## src/rtl/sata_gen_negotiator.sv

```systemverilog
`timescale 1ns/1ps
//-----------------------------------------------------------------------------
// sata_gen_negotiator
//
// Purpose:
//   Brings up a SATA link by driving the transceiver reconfiguration command
//   interface and the transceiver reset. Negotiation starts at the highest
//   allowed generation. Each generation gets RETRIES link attempts. When all
//   attempts at a generation time out, the block steps down
//   GEN3 -> GEN2 -> GEN1. It reports failure once GEN1 is exhausted.
//
// Ports:
//   clk, reset        clock, asynchronous active-high reset
//   enable            high = negotiate and hold the link, low = return to idle
//   max_gen           highest generation to try (GEN2/GEN3, anything else = GEN1)
//   phy_linkup        link-up status from the OOB/PHY layer
//   cmd_reconfig      one-cycle reconfiguration request
//   cmd_sata_gen      generation carried by the request
//   cmd_ready         reconfiguration sequencer idle/ready
//   xcvr_reset        transceiver reset request
//   link_ready        link established at cur_gen
//   cur_gen           generation currently configured or being tried
//   neg_fail          every generation was exhausted
//   busy              negotiation in progress
//   dbg_state         current FSM state, for observation only
//
// Reconfiguration handshake:
//   A request is issued only while cmd_ready=1. cmd_reconfig is high for
//   exactly one cycle, and cmd_sata_gen holds the requested generation during
//   that cycle. The sequencer drops cmd_ready in the cycle after the request.
//   Completion is signalled by cmd_ready returning to 1. Once a request is
//   issued, it always runs to completion.
//-----------------------------------------------------------------------------
`ifndef SATA_GEN1
`define SATA_GEN1 2'd1
`endif
`ifndef SATA_GEN2
`define SATA_GEN2 2'd2
`endif
`ifndef SATA_GEN3
`define SATA_GEN3 2'd3
`endif

module sata_gen_negotiator #(
  parameter int LINK_TIMEOUT = 1000000,
  parameter int XRST_LEN     = 16,
  parameter int RETRIES      = 2
) (
  input  logic       clk,
  input  logic       reset,
  input  logic       enable,
  input  logic [1:0] max_gen,
  input  logic       phy_linkup,
  output logic       cmd_reconfig,
  output logic [1:0] cmd_sata_gen,
  input  logic       cmd_ready,
  output logic       xcvr_reset,
  output logic       link_ready,
  output logic [1:0] cur_gen,
  output logic       neg_fail,
  output logic       busy,
  output logic [2:0] dbg_state
);

  localparam int TW = (LINK_TIMEOUT > 2) ? $clog2(LINK_TIMEOUT) : 1;
  localparam int XW = (XRST_LEN > 1) ? $clog2(XRST_LEN + 1) : 1;
  localparam int AW = (RETRIES > 1) ? $clog2(RETRIES + 1) : 1;

  localparam logic [TW-1:0] TIMER_LAST = TW'(LINK_TIMEOUT - 1);
  localparam logic [XW-1:0] XRST_LAST  = XW'(XRST_LEN - 1);
  localparam logic [AW-1:0] ATT_LAST   = AW'(RETRIES - 1);

  typedef enum logic [2:0] {
    S_IDLE   = 3'd0,
    S_REQ    = 3'd1,
    S_ACK    = 3'd2,
    S_RCFG   = 3'd3,
    S_XRST   = 3'd4,
    S_WAIT   = 3'd5,
    S_LINKED = 3'd6,
    S_FAIL   = 3'd7
  } state_t;

  state_t          r_state;
  logic [1:0]      r_gen;
  logic [1:0]      r_cur_gen;
  logic [AW-1:0]   r_attempt;
  logic [TW-1:0]   r_timer;
  logic [XW-1:0]   r_xcnt;
  logic            r_cmd_reconfig;
  logic            r_xcvr_reset;
  logic            r_link_ready;
  logic            r_neg_fail;
  logic            r_busy;
  logic [1:0]      w_max_gen;

  // Any encoding other than GEN2/GEN3 falls back to GEN1.
  assign w_max_gen = (max_gen == `SATA_GEN2 || max_gen == `SATA_GEN3) ? max_gen : `SATA_GEN1;

  // Outputs are registered together with the state. Each one therefore
  // reflects the state entered at the last clock edge.
  always_ff @(posedge clk or posedge reset) begin
    if (reset) begin
      r_state        <= S_IDLE;
      r_gen          <= `SATA_GEN3;
      r_cur_gen      <= `SATA_GEN3;
      r_attempt      <= '0;
      r_timer        <= '0;
      r_xcnt         <= '0;
      r_cmd_reconfig <= 1'b0;
      r_xcvr_reset   <= 1'b1;
      r_link_ready   <= 1'b0;
      r_neg_fail     <= 1'b0;
      r_busy         <= 1'b0;
    end else begin
      r_cmd_reconfig <= 1'b0;
      case (r_state)
        S_IDLE: begin
          if (enable) begin
            r_state   <= S_REQ;
            r_gen     <= w_max_gen;
            r_attempt <= '0;
            r_busy    <= 1'b1;
          end
        end
        S_REQ: begin
          // No request has been issued yet, so dropping enable here is safe.
          if (!enable) begin
            r_state <= S_IDLE;
            r_busy  <= 1'b0;
          end else if (cmd_ready) begin
            r_state        <= S_ACK;
            r_cmd_reconfig <= 1'b1;
            r_cur_gen      <= r_gen;
          end
        end
        S_ACK: r_state <= S_RCFG;
        S_RCFG: begin
          if (cmd_ready) begin
            r_state <= S_XRST;
            r_xcnt  <= '0;
          end
        end
        S_XRST: begin
          if (!enable) begin
            r_state <= S_IDLE;
            r_busy  <= 1'b0;
          end else if (r_xcnt == XRST_LAST) begin
            r_state      <= S_WAIT;
            r_timer      <= '0;
            r_xcvr_reset <= 1'b0;
          end else begin
            r_xcnt <= r_xcnt + 1'b1;
          end
        end
        S_WAIT: begin
          if (!enable) begin
            r_state      <= S_IDLE;
            r_xcvr_reset <= 1'b1;
            r_busy       <= 1'b0;
          end else if (phy_linkup) begin
            // Link-up wins over a timeout that lands in the same cycle.
            r_state      <= S_LINKED;
            r_link_ready <= 1'b1;
            r_busy       <= 1'b0;
          end else if (r_timer == TIMER_LAST) begin
            r_xcvr_reset <= 1'b1;
            if (r_attempt != ATT_LAST) begin
              r_attempt <= r_attempt + 1'b1;
              r_state   <= S_XRST;
              r_xcnt    <= '0;
            end else begin
              r_attempt <= '0;
              case (r_gen)
                `SATA_GEN3: begin
                  r_gen   <= `SATA_GEN2;
                  r_state <= S_REQ;
                end
                `SATA_GEN2: begin
                  r_gen   <= `SATA_GEN1;
                  r_state <= S_REQ;
                end
                default: begin
                  r_state    <= S_FAIL;
                  r_neg_fail <= 1'b1;
                  r_busy     <= 1'b0;
                end
              endcase
            end
          end else begin
            r_timer <= r_timer + 1'b1;
          end
        end
        S_LINKED: begin
          if (!enable) begin
            r_state      <= S_IDLE;
            r_link_ready <= 1'b0;
            r_xcvr_reset <= 1'b1;
          end else if (!phy_linkup) begin
            // Link lost: renegotiate from the top allowed generation.
            r_state      <= S_REQ;
            r_gen        <= w_max_gen;
            r_attempt    <= '0;
            r_link_ready <= 1'b0;
            r_xcvr_reset <= 1'b1;
            r_busy       <= 1'b1;
          end
        end
        S_FAIL: begin
          if (!enable) begin
            r_state    <= S_IDLE;
            r_neg_fail <= 1'b0;
          end
        end
        default: r_state <= S_IDLE;
      endcase
    end
  end

  assign cmd_reconfig = r_cmd_reconfig;
  assign cmd_sata_gen = r_cur_gen;
  assign xcvr_reset   = r_xcvr_reset;
  assign link_ready   = r_link_ready;
  assign cur_gen      = r_cur_gen;
  assign neg_fail     = r_neg_fail;
  assign busy         = r_busy;
  assign dbg_state    = r_state;

endmodule

```

## config.mk

```make
export PLATFORM = sky130hd
export DESIGN_NAME = sata_gen_negotiator
export DESIGN_NICKNAME = d
export VERILOG_FILES = /design/src/rtl/sata_gen_negotiator.sv
export SDC_FILE = /design/constraint.sdc
export NUM_CORES = 1
export LEC_CHECK = 0
export CORE_ASPECT_RATIO = 2
export CORE_MARGIN = 1.5
export CORE_UTILIZATION = 45
export CTS_BUF_LIST = sky130_fd_sc_hd__clkbuf_16
export CTS_CLUSTER_SIZE = 20
export DETAILED_ROUTE_END_ITERATION = 6
export MAX_ROUTING_LAYER = met4
export PLACE_DENSITY_LB_ADDON = 0.25
export SYNTH_ARGS = -nofsm -noshare
export SYNTH_HDL_FRONTEND = slang
export SYNTH_SLANG_ARGS = --single-unit
export TNS_END_PERCENT = 5
```

## constraint.sdc

```tcl
create_clock -name clk -period 2.42 [get_ports clk]
set_input_delay 0.363 -clock clk [delete_from_list [all_inputs] [get_ports clk]]
set_output_delay 0.363 -clock clk [all_outputs]
set_load 0.005 [all_outputs]
```

## Word-level counts from Yosys, hierarchy flattened

Cells that the tools add are included.

- Bits in registers: 39
- Input port bits: 7

- Add/subtract/negate cells: 3
- Equality and inequality tests: 40
- Mux-type cells: 78
- Reductions and logical operators: 21

Operator list:

| kind | number |
|---|---|
| 20-bit 2-to-1 mux | 5 |
| 3-bit 2-to-1 mux | 14 |
| 20-bit one-hot mux with 2 select lines | 1 |
| 5-bit 2-to-1 mux | 7 |
| 2-bit != test, second input constant | 17 |
| 2-bit 2-to-1 mux | 15 |
| 1-bit 2-to-1 mux | 27 |
| 3-bit one-hot mux with 8 select lines | 1 |
| 7-bit AND reduction | 3 |
| 20-bit by 1-bit adder with 20-bit output, second input constant | 1 |
| 20-bit equality test, second input constant | 1 |
| 3-bit != test, second input constant | 6 |
| 8-bit AND reduction | 2 |
| 5-bit one-hot mux with 3 select lines | 1 |
| 3-bit equality test, second input constant | 4 |
| 4-bit != test, second input constant | 3 |
| 2-bit one-hot mux with 3 select lines | 2 |
| 6-bit AND reduction | 2 |
| 9-bit AND reduction | 1 |
| 3-bit nonzero test | 3 |
| 2-bit equality test, second input constant | 4 |
| 3-bit by 2-bit equality test with 1-bit output, second input constant | 2 |
| 2-bit nonzero test | 3 |
| 5-bit by 1-bit adder with 5-bit output, second input constant | 1 |
| other kinds (14) | 16 |

## Logic depth before layout (Yosys ltp)

Gate-level depths: netlist of run 1.

- Depth after elaboration: 8
- Gate-level depth with buffers: 8

## Least setup slack after synthesis of run 1

OpenSTA, ideal clock, no wires.

- Path type: register to register
- Start: reg r_xcnt[0]
- End: reg r_timer[12]
- Setup time: 66 ps
- Arrival: 2200 ps
- Required time: 2354 ps
- Slack: 154 ps
- Stages on the path, launching flop included: 9
- Cell sequence: dfrtp_1 ha_1 and3_1 ha_1 nand2b_2 a2111oi_4 o211ai_2 or4_1 nand2_1

- Longest elaborated chain between the ends: 3

RTL lines:

| item | line | text |
|---|---|---|
| from (decl) | 89 | `logic [XW-1:0] r_xcnt;` |
| from (signal assigned) | 153 | `r_xcnt <= r_xcnt + 1'b1;` |
| 5-bit by 4-bit equality test with 1-bit output | 148 | `end else if (r_xcnt == XRST_LAST) begin` |
| 2-bit != test (no line) | -- |  |
| 6-bit AND reduction (no line) | -- |  |
| to (signal assigned) | 191 | `r_timer <= r_timer + 1'b1;` |
| to (decl) | 88 | `logic [TW-1:0] r_timer;` |

No other way between the ends.
A chain may end at the register's enable or synchronous reset.

## Final worst setup path of run 1

Ends and elaborated chain as after synthesis.

==> results of run 1 <==
==> logic make-up after synthesis <==
group,count (synthesis),share of synthesized area
AO/OA/AOI/OAI,74,0.226
XOR/XNOR,11,0.0406
adder cells (fa/ha/maj),3,0.0158
buffers and inverters,24,0.0417
flip-flops,39,0.414
multiplexers,1,0.00422
AND/OR/NAND/NOR,111,0.258
==> synth_stat cells (3+ instances only) <==
cell / n
o21ai_1: 4
o31ai_1: 4
o211ai_1: 4
inv_1: 11
o21a_1: 3
or4_1: 3
clkbuf_1: 9
nor2_1: 19
nand2b_1: 5
o21ai_0: 17
a211oi_1: 3
o2111ai_1: 3
nand3_1: 15
dfrtp_1: 34
nor2b_1: 3
ha_1: 3
a21oi_1: 12
dfstp_2: 5
a31oi_1: 3
xor2_1: 11
or3_1: 3
and3_1: 6
a2bb2oi_1: 3
nand2_1: 26
nor3_1: 4
nand4_1: 6
==> power by group <==
part | switching, W | leakage, nW | internal, W
Sequential | 0.000152 | 0.510 | 0.000814
Combinational | 0.000566 | 0.646 | 0.000535
Clock | 0.000258 | 0.0724 | 0.000373
Total | 0.000976 | 1.23 | 0.00172
==> final timing paths <==
kind                                   endpoint  slack (ps)  cells past startpoint
worst min register to register  cmd_sata_gen[0]         490                      2
max in group asynchronous            xcvr_reset        1530                      3
worst max-delay path                r_timer[12]         130                      8
worst min-delay path            cmd_sata_gen[0]         490                      2
worst max register to register      r_timer[12]         130                      8
min in group asynchronous          dbg_state[2]         520                      3
==> worst register-to-register path, delay by kind of cell, from the launching register on <==
kind | cells | cell delay, ps
compound gates | 2 | 560
fa+ha+maj | 2 | 410
flops | 1 | 410
simple gates | 4 | 830
==> placed cells by master, fill, tap and decap left out, types with 3 or more instances in the layout <==
cell type | synthesis | final
dfstp_2 | 5 | 5
a21oi_1 | 12 | 12
or3_1 | 3 | 3
o31ai_1 | 4 | 4
o211ai_1 | 4 | 4
clkdlybuf4s50_1 | 0 | 18
clkbuf_16 | 0 | 5
buf_4 | 2 | 19
a31oi_1 | 3 | 3
nor3_1 | 4 | 4
a211oi_1 | 3 | 3
nor2_1 | 19 | 19
o21ai_0 | 17 | 17
xor2_1 | 11 | 11
a2bb2oi_1 | 3 | 3
nand2_1 | 26 | 26
or4_1 | 3 | 3
nand4_1 | 6 | 6
o21a_1 | 3 | 3
dfrtp_1 | 34 | 34
o21ai_1 | 4 | 4
inv_1 | 11 | 12
nand2b_1 | 5 | 5
nor2b_1 | 3 | 3
nand3_1 | 15 | 15
o2111ai_1 | 3 | 3
and3_1 | 6 | 6
==> sequential cells by signal, summed over array words and instances (netlist names) <==
register and cells:
r_gen 2, xcvr_reset 1, r_xcnt 5, cmd_sata_gen 2, dbg_state 3, cmd_reconfig 1, busy 1, neg_fail 1
link_ready 1, r_timer 20, r_attempt 2
==> area by class of cell <==
class                           count  area share
Clock buffer                        5      0.0435
Clock inverter                      3     0.00435
Inverter                           11      0.0144
Multi-Input combinational cell    200       0.451
Sequential cell                    39       0.342
Tap cell                           58      0.0253
Timing Repair Buffer               38       0.119
==> metrics by stage <==
step                      instances   util  cell area (µm²)  hold WS (ps)
final                           354  0.564             2870           487
after global routing            354  0.564             2870           530
after CTS                       353  0.561             2860           492
after detailed placement        345  0.534             2720           484
after global placement          345  0.534             2720           477
after floorplan                 263      -             2370           445
==> timing repair <==
action                                  4_1_cts  5_1_grt
resized for setup                             0        2
endpoints found under the setup margin        0        4
setup buffers                                 0        1
==> metal layers <==
metal | vias to the layer above | wire [µm] | part of all wire
met5 | - | 0 | 0
met4 | 0 | 197 | 0.032
met3 | 19 | 186 | 0.030
met2 | 55 | 3460 | 0.56
met1 | 1070 | 2340 | 0.38
li1 | 1044 | - | -
==> results.cfg, run 1 <==
[global_routing]
grt-ovfl-total = 0
grt_pass1_wl_um = 10100
globalRouteMet3Util = 0.0297
met2_usage = 0.429
grt_max_degree = 40
grt_util_met1 = 0.257
antenna_found_initial = 0
grt_pass1_vias = 2191
grt_busiest_layer = met2
track_usage = 0.245

[critical_path]
path_delay_family = simple AND/OR/NAND/NOR gates
path_cells = ha_2, and3_1, ha_1, nand2b_4, a2111oi_4, o211ai_2, or4_1, nand2_1
arrival_ps = 2510
crit_start = r_xcnt[0]
crit_required_ps = 2640
crit_slowest_cell = or4_1
endpoint_kind = register
cp_max_fo = 5
crit_buf_inv = 0
r2r-start = r_xcnt[0]
crit_path_start_kind = register
critPathKind = reg2reg
critical_path.max_stage_delay_ps = 490

[finish]
drive_gt1_frac = 0.139
antennaDiodeCount = 0
nNetsFinal = 305
regArea_um2 = 982
area_growth_pct = 21.2
multi_input_comb_area_um2 = 1300
fill_cells = 488

[floorplan]
die_y_um = 106
die_x_um = 54.3
row_count = 37
ioPinCount = 19
die_area_um2 = 5740
core_um2 = 5090
start_util = 0.466

[clock_tree]
cts_buffers = 5
clk_pin_slew_worst_paths_ps = 60
cts_hold_buf = 0
clock-sinks = 39
cts_buffer_depth = 2
clk_latency_ps = 290
cts-root-buf = clkbuf_16
cts_max_level = 2
cts_tree = built

[logic_synthesis]
yosys_warnings = 0
synth-main-ff-cell = dfrtp_1
synth_cells = 263
netlist_area_um2 = 2370
ys_types = 58
synth_edf_count = 0
synth.area.top_cells = dfrtp_1 36%, dfstp_2 5.5%, nand2_1 4.1%, xor2_1 4.1%, o21ai_0 3.6%
syn-num-nets = 273
ys_seq_area_frac = 0.414
ys_seq_elements = 39
synth.top_cell.area_share = 0.359
async_reset_ff_frac = 1.00
syn_area_per_cell_um2 = 9.02
yosysTopAreaCell = dfrtp_1

[sta]
drv_slew = 0
tightestPinTransition_ps = 629
period_needed_ps = 2290
clock_skew_ps = 6.77
setup_viol = 0
layout_setup_ws_ps = 127
rsz0062_at_grt = false
max_freq_ghz = 0.436
setup-tns-final_ps = 0
hold_viol_final = 0
relSlewSlack = 0.575
fin_crit_sh = 0.948

[power_and_ir_drop]
power_leakage_nw = 1.23
p_per_area_nw_per_um2 = 939
finalPower_w = 0.00270
ir_drop_v = 0.000616

[route]
drt-initial-drc-count = 111
ant_nets = 0
drc = 0
first_pass_iters = 5
wl_per_cell_um = 17.5
totalWireLength_um = 6190
vias = 2188
viasPerCell = 6.18

[placed_design]
hpwlAfterDp_um = 4580
io_buffers = 18
dp_slack_ps = 90.0
gp_congestion = 0.824

[run_status]
status = finished, final reports clean

[flow_run]
max_cap_violations = 0

[worst_hold_path]
hold_class = reg2reg
hp-start = cmd_sata_gen[0]
Power figures use the tool's default switching activity.
==> run 2, diff against run 1 <==
- GPL_TIMING_DRIVEN: not set -> 0
- HOLD_SLACK_MARGIN: not set -> 0.06
==> run 2 against run 1 <==
Worst hold slack is essentially flat. Fmax shrank 1.7%. Routed wire length grew 1.4%. Register-to-register slack lost 40 ps. Largest power group unchanged. Core utilization shrank 0.29 points. Clock skew shrank 2.6 ps. Clock power grew 18%. Sequential share of layout area grew 0.18 points. Cell area shrank 0.52%. Total power grew 3.7%.
==> results.cfg, run 2 (synthesis gave the netlist of run 1 again) <==
[run_status]
status = finished, final reports clean

[finish]
largest_reg_flops = 20
area_growth_pct = 20.6
regArea_um2 = 982
nNetsFinal = 303
multi_input_comb_area_um2 = 1320
design_area_um2 = 2860
layout_common_cells = 34 x dfrtp_1, 26 x nand2_1, 19 x nor2_1, 18 x clkdlybuf4s50_1, 17 x o21ai_0
largest-register = r_timer
antennaDiodeCount = 0
final_common_cell = dfrtp_1
drive_gt1_frac = 0.122
fill_cells = 466

[clock_tree]
cts_buffers = 5
clock-sinks = 39
cts_tree = built
clk_pin_slew_worst_paths_ps = 60
cts_buffer_depth = 2
clk_latency_ps = 280
cts-root-buf = clkbuf_16
cts_max_level = 2
cts_hold_buf = 0

[route]
viasPerCell = 6.26
vias = 2202
drt-initial-drc-count = 126
ant_nets = 0
totalWireLength_um = 6280
drc = 0
first_pass_iters = 4
wl_per_cell_um = 17.8

[floorplan]
start_util = 0.466
die_y_um = 106
core_um2 = 5090
ioPinCount = 19
die_area_um2 = 5740
die_x_um = 54.3
row_count = 37

[critical_path]
cp_max_fo = 4
crit_path_start_kind = register
critPathKind = reg2reg
arrival_ps = 2560
endpoint_kind = register
crit_required_ps = 2640

[sta]
tightestPinTransition_ps = 830
clock_skew_ps = 4.18
setup_viol = 0
period_needed_ps = 2330
drv_slew = 0
relSlewSlack = 0.432
setup-tns-final_ps = 0
fin_crit_sh = 0.965
hold_viol_final = 0
layout_setup_ws_ps = 85.9
max_freq_ghz = 0.428

[placed_design]
gp_congestion = 0.931
dp_slack_ps = -123
place_area_um2 = 2620
io_buffers = 18
hpwlAfterDp_um = 4580

[global_routing]
grt-ovfl-total = 0
grt_max_degree = 40
antenna_found_initial = 0
track_usage = 0.245
grt_pass1_wl_um = 10100
grt_pass1_vias = 2218

[power_and_ir_drop]
p_per_area_nw_per_um2 = 978
ir_drop_v = 0.000549
power_leakage_nw = 1.19

[worst_hold_path]
hold_class = reg2reg

[flow_run]
max_cap_violations = 0
## run 2: final timing paths
check,cells after the start,to,slack (ps),startpoint
hold / removal,1,r_xcnt[3],490,r_xcnt[3]
setup / recovery,9,r_timer[18],90,r_xcnt[1]
max in group asynchronous,2,cmd_reconfig,1330,reset
setup reg to reg,9,r_timer[18],90,r_xcnt[1]
min in group asynchronous,2,r_attempt[1],550,reset
hold reg to reg,1,r_xcnt[3],490,r_xcnt[3]
## run 2: per-layer routing
metal,share of wire,GRT usage,vias to the layer above
li1,-,-,1036
met1,0.35,0.250,1043
met2,0.54,0.386,91
met3,0.042,0.0312,32
met4,0.069,0.213,0
met5,0,-,-
## run 2: metrics by stage
step | utilization | power, W | instances | hold slack (ps)
2_1_floorplan | - | 0.00163 | 263 | 445
3_3_place_gp | 0.515 | 0.00200 | 339 | 464
3_5_place_dp | 0.515 | 0.00201 | 339 | 474
4_1_cts | 0.551 | 0.00278 | 349 | 485
5_1_grt | 0.561 | 0.00297 | 352 | 517
6_report | 0.561 | 0.00280 | 352 | 488
## run 2: critical path, cell delays in order (launching register included)
cell and delay [ps]:
dfrtp_1 400, ha_2 200, and3_4 190, ha_4 160
nand2b_4 80, a2111oi_4 410, buf_4 190, o21ai_2 70
or4_1 490, nand2_1 80
## run 2: report_power, final
| group | switching, W | internal, W | leakage (nW) |
|---|---|---|---|
| combinational | 0.000605 | 0.000497 | 0.595 |
| sequential | 0.000136 | 0.000814 | 0.510 |
| clock | 0.000263 | 0.000481 | 0.0812 |
## run 2: cell type report
type,instances,share of cell area
clock inverters,3,0.0136
flip-flops and latches,39,0.344
plain buffers,13,0.0206
well taps,58,0.0254
clock buffers,5,0.0438
repair buffers,23,0.0761
multi-input cells,200,0.463
inverters,11,0.0144
## run 2: repair_timing
item | CTS | global route
endpoints found under the setup margin | 4 | 9
buffers inserted | 2 | 3
gates resized for setup | 1 | 8
pin swaps | 2 | 4
